===== src/rtl/pc_next_predict.sv =====
// Next-PC unit: owns the fetch PC, predicts through a direct-mapped BTB with
// 2-bit saturating counters, and redirects on MEM-stage mispredictions.
module pc_next_predict #(
  parameter int              XLEN     = 32,
  parameter int              DEPTH    = 16,
  parameter logic [XLEN-1:0] RESET_PC = '0
) (
  input  logic            clk,
  input  logic            rst,
  input  logic            stall,
  input  logic            mem_valid,
  input  logic            mem_is_branch_jump,
  input  logic            mem_taken,
  input  logic            mem_pred_taken,
  input  logic [XLEN-1:0] mem_pc,
  input  logic [XLEN-1:0] mem_target,
  output logic [XLEN-1:0] pc_if,
  output logic            pred_taken_if,
  output logic            flush,
  output logic [31:0]     mispredict_cnt
);

  localparam int IDXW = $clog2(DEPTH);
  localparam int TAGW = XLEN - IDXW - 2;

  logic [XLEN-1:0] pc_q, pc_d;
  logic [31:0]     mis_cnt_q, mis_cnt_d;
  logic [DEPTH-1:0] valid_q;
  logic [1:0]      ctr_q [DEPTH];
  logic [TAGW-1:0] tag_q [DEPTH];
  logic [XLEN-1:0] tgt_q [DEPTH];

  logic [IDXW-1:0] lk_idx, tr_idx;
  logic [TAGW-1:0] lk_tag, tr_tag;
  logic            lk_hit, tr_hit;
  logic            ev, mis;
  logic [XLEN-1:0] redirect_pc;

  function automatic logic [1:0] ctr_inc(input logic [1:0] c);
    return (c == 2'd3) ? c : c + 2'd1;
  endfunction

  function automatic logic [1:0] ctr_dec(input logic [1:0] c);
    return (c == 2'd0) ? c : c - 2'd1;
  endfunction

  // Lookup on the fetch PC; word-aligned bits [1:0] never participate
  assign lk_idx        = pc_q[IDXW+1:2];
  assign lk_tag        = pc_q[XLEN-1:IDXW+2];
  assign lk_hit        = valid_q[lk_idx] && (tag_q[lk_idx] == lk_tag);
  assign pred_taken_if = lk_hit && ctr_q[lk_idx][1];

  assign tr_idx = mem_pc[IDXW+1:2];
  assign tr_tag = mem_pc[XLEN-1:IDXW+2];
  assign tr_hit = valid_q[tr_idx] && (tag_q[tr_idx] == tr_tag);

  assign ev          = mem_valid && mem_is_branch_jump;
  assign mis         = ev && (mem_taken != mem_pred_taken);
  assign flush       = mis;
  assign redirect_pc = mem_taken ? mem_target : mem_pc + XLEN'(4);

  // Redirect beats stall; stall beats prediction
  always_comb begin
    pc_d = pc_q;
    if (mis)
      pc_d = redirect_pc;
    else if (!stall)
      pc_d = pred_taken_if ? tgt_q[lk_idx] : pc_q + XLEN'(4);
  end

  assign mis_cnt_d = (mis && (mis_cnt_q != 32'hFFFF_FFFF)) ? mis_cnt_q + 32'd1 : mis_cnt_q;

  always_ff @(posedge clk or posedge rst) begin
    if (rst) begin
      pc_q      <= RESET_PC;
      mis_cnt_q <= '0;
    end else begin
      pc_q      <= pc_d;
      mis_cnt_q <= mis_cnt_d;
    end
  end

  // Training runs on every resolve event regardless of stall
  always_ff @(posedge clk or posedge rst) begin
    if (rst) begin
      valid_q <= '0;
      for (int i = 0; i < DEPTH; i++) begin
        ctr_q[i] <= 2'd1;
        tag_q[i] <= '0;
        tgt_q[i] <= '0;
      end
    end else if (ev) begin
      if (tr_hit) begin
        if (mem_taken) begin
          ctr_q[tr_idx] <= ctr_inc(ctr_q[tr_idx]);
          tgt_q[tr_idx] <= mem_target;
        end else begin
          ctr_q[tr_idx] <= ctr_dec(ctr_q[tr_idx]);
        end
      end else if (mem_taken) begin
        valid_q[tr_idx] <= 1'b1;
        tag_q[tr_idx]   <= tr_tag;
        tgt_q[tr_idx]   <= mem_target;
        ctr_q[tr_idx]   <= 2'd2;
      end
    end
  end

  assign pc_if          = pc_q;
  assign mispredict_cnt = mis_cnt_q;

endmodule


===== config.mk =====
export PLATFORM = sky130hd
export DESIGN_NAME = pc_next_predict
export DESIGN_NICKNAME = d
export VERILOG_FILES = /design/src/rtl/pc_next_predict.sv
export SDC_FILE = /design/constraint.sdc
export NUM_CORES = 2
export LEC_CHECK = 0
export CORE_MARGIN = 2
export CORE_UTILIZATION = 60
export DETAILED_ROUTE_END_ITERATION = 10
export HOLD_SLACK_MARGIN = 0.03
export PLACE_DENSITY = 0.78
export SLEW_MARGIN = 20
export SYNTH_ARGS = -nofsm -noshare
export SYNTH_HDL_FRONTEND = slang
export SYNTH_SLANG_ARGS = --single-unit

===== constraint.sdc =====
create_clock -name clk -period 42.3 [get_ports clk]
set_clock_uncertainty 0.1 [all_clocks]
set_input_delay 8.46 -clock clk [delete_from_list [all_inputs] [get_ports clk]]
set_output_delay 8.46 -clock clk [all_outputs]
set_load 0.05 [all_outputs]

==> reports/metrics.csv <==
stage,metric,value,unit
timing,period_minus_slack,19.90,ns
layout,syn2layout_area_growth,10.43,%
clocking,cts_setup_buffers,0,
power,worst_ir_drop_vdd,0.04369,mV
global_route,grt_pass1_vias,36230,
global_route,antenna_found_initial,6,
outcome,outcome,finished clean,
routing,drc,0,
power,p_comb_share,28.6,%
placement,dp_cells,4910,
synth,synth_edf_count,0,
flow_run,drv_cap,0,
synth,syn-num-nets,3923,
routing,wl_per_cell,30.56,um
routing,ant_nets,0,
critical_path,crit_type,primary input to output pin,
clocking,post_cts_resized,0,
routing,vias_per_cell,6.946,
global_route,track_usage,33.99,%
clocking,clk_pin_slew_worst_paths,0.06,ns
global_route,grt_max_degree,180,
floorplan,die_w,304.6,um
timing,setup_viol,0,
layout,multi_input_area,26400,um2
timing,fmaxAchievable,50.24,MHz
floorplan,die_y,304.6,um
timing,hold_slack,0.3918,ns
synth,synth_top_cell_area_share,47.25,%
global_route,grt_pass1_wl,235400,um
floorplan,start_util,60.43,%
synth,synth_cell_types,95,
power,power_frac_seq,40.1,%
synth,yosysWarnings,0,
clocking,cts_tree,yes,
layout,finish.instance_area,59890,um2
clocking,numCtsBuffers,107,
routing,num_vias,35500,
clocking,clk_path_buf_depth,3,
power,powerDensity,52.16,nW/um2
routing,wirelength,156200,um
timing,period_share,47.05,%
synth,synth-seq-cells,1040,
layout,drive_gt1_share,41.54,%
critical_path,start_kind,primary input,
routing,initialDrtViolationCount,4299,
placement,place_worst_setup_slack,22.44,ns
timing,relSlewSlack,21.34,%
clocking,postCtsHoldBufs,0,
critical_path,cp.arrival,11.34,ns
placement,hpwl,95720,um
floorplan,rows,110,
synth,syn_inst,3846,
critical_path,cp-end-kind,output pin,
synth,yosysMostFrequentCell,dfrtp_1,
synth,syn_area,54230,um2
layout,regArea,26060,um2
clocking,cts_root_buf,clkbuf_16,
critical_path,crit_fanout,31,
critical_path,critPathMaxStageDelay,0.88,ns
timing,finalMaxSlewViolations,0,
layout,final_util,66.74,%
global_route,grt-ovfl-total,0,
synth,synth_top_area_cell,dfrtp_1,
power,power.internal,2.116,mW
synth,synth.area.top_cells,"dfrtp_1, mux2_2, mux4_2",
hold_path,hp-class,register to register,
layout,nFillCells,6330,
power,switching_share,32.25,%
layout,fin_cells,5111,
power,leakage,26.61,nW
timing,finalSetupTns,0,ns
clocking,clock_latency,0.71,ns
critical_path,crit_path_frequent_cell,clkdlybuf4s50_1,
floorplan,ioPinCount,137,
critical_path,cpMaxStageDelayCell,clkdlybuf4s50_1,
timing,hold_viol_final,0,
clocking,clock_sinks,1040,
timing,worst_slew_pin_slew,1.176,ns
timing,setup_ws,22.40,ns
power,clock_power_share,31.3,%
synth,synth_commonest_cells,"dfrtp_1, mux2_2, mux4_2",
floorplan,core_area,89740,um2
synth,ys.flop_type,dfrtp_1,
synth,synth.avg_cell_area,14.10,um2
placement,gp_congestion,0.9862,
synth,ys_seq_area_share,48.03,%
synth,async_reset_ff_share,100.0,%
placement,io_buffers,136,
power,p_total,3.123,mW
clocking,htreeDepth,3,
routing,firstDrtPassIters,6,
critical_path,path_cells,"clkdlybuf4s50_1, and2_1, nand2_2, inv_1, buf_4, clkdlybuf4s50_1",
floorplan,die_area,92800,um2
layout,nNetsFinal,3920,
critical_path,crit_required,33.74,ns
timing,rsz0062_at_grt,false,
placement,placed_cell_area,56220,um2
power,netSwitchingPower,1.007,mW
==> cell usage in the layout, fill, tap and decap left out, types with 22 or more instances in the layout <==
| cell | count |
|---|---|
| dfrtp_1 | 1021 |
| mux2_2 | 936 |
| mux4_2 | 356 |
| clkdlybuf4s50_1 | 132 |
| nand2_1 | 124 |
| mux2i_1 | 122 |
| clkbuf_16 | 110 |
| nor2_1 | 103 |
| buf_4 | 87 |
| xnor2_1 | 68 |
| nand3_1 | 65 |
| a21oi_1 | 61 |
| a31oi_1 | 43 |
| inv_1 | 41 |
| a22oi_1 | 34 |
| nand4_1 | 32 |
| xor2_1 | 30 |
| and2_1 | 30 |
| clkbuf_8 | 29 |
| clkbuf_1 | 29 |
| nand2b_1 | 26 |
| o22ai_1 | 22 |
| o21ai_0 | 22 |
| nor4_1 | 22 |
| and3_1 | 22 |
==> logic make-up (layout without fill, tap and decap cells) <==
logic type / count (synthesis) / in the layout / synth area share [%]
flip-flops: 1040 / 1040 / 48.03
AO/OA/AOI/OAI: 351 / 351 / 4.792
multiplexers: 1430 / 1430 / 36.84
buffers and inverters: 389 / 474 / 3.551
other: 0 / 4 / 0
XOR/XNOR: 98 / 98 / 1.583
adder cells (fa/ha/maj): 8 / 8 / 0.1753
AND/OR/NAND/NOR: 530 / 530 / 5.032
==> registers in the layout, summed over array words and instances (netlist names) <==
signal	flops
mispredict_cnt	32
ctr_q	32
pc_if	32
valid_q	16
tag_q	416
tgt_q	512
==> critical path: cells and delay by family <==
family / cells / cell delay (ns)
buf+inv: 4 / 1.84
simple gates: 2 / 1.01
==> worst paths after layout <==
| check | startpoint | to | slack (ns) | cells after the start |
|---|---|---|---|---|
| worst min-delay path | valid_q[0] | valid_q[0] | 0.39 | 1 |
| max in group asynchronous | rst | tag_q[281] | 30.69 | 5 |
| worst max-delay path | mem_valid | flush | 22.40 | 6 |
| worst min register to register | valid_q[0] | valid_q[0] | 0.39 | 1 |
| worst max register to register | pc_if[2] | pc_if[0] | 35.21 | 12 |
| min in group asynchronous | rst | tgt_q[80] | 8.22 | 2 |
==> layout make-up <==
type                       instances  area share (%)
clock buffer                     168           5.445
sequential                      1040           43.51
clock inverter                    29          0.6581
timing repair buffer             229           3.522
inverter                          48          0.3176
multi-input combinational       2417           44.07
antenna                            4         0.01671
tap                             1176           2.457
==> power groups by stage <==
| stage | combinational (mW) | sequential [mW] | clock (mW) |
|---|---|---|---|
| final | 0.892 | 1.25 | 0.978 |
| after floorplan | 0.638 | 1.24 | 0 |
| after detailed placement | 0.877 | 1.26 | 0 |
| after global routing | 0.932 | 1.27 | 1.03 |
| after global placement | 0.867 | 1.25 | 0 |
| after CTS | 0.881 | 1.25 | 0.987 |
==> metal layers <==
metal,track usage (%),share of wire [%]
met5,0,0.019
met4,16.11,5.3
met3,8.518,10
met2,51.14,46
met1,46.88,39
(Power assumes the default switching activity.)
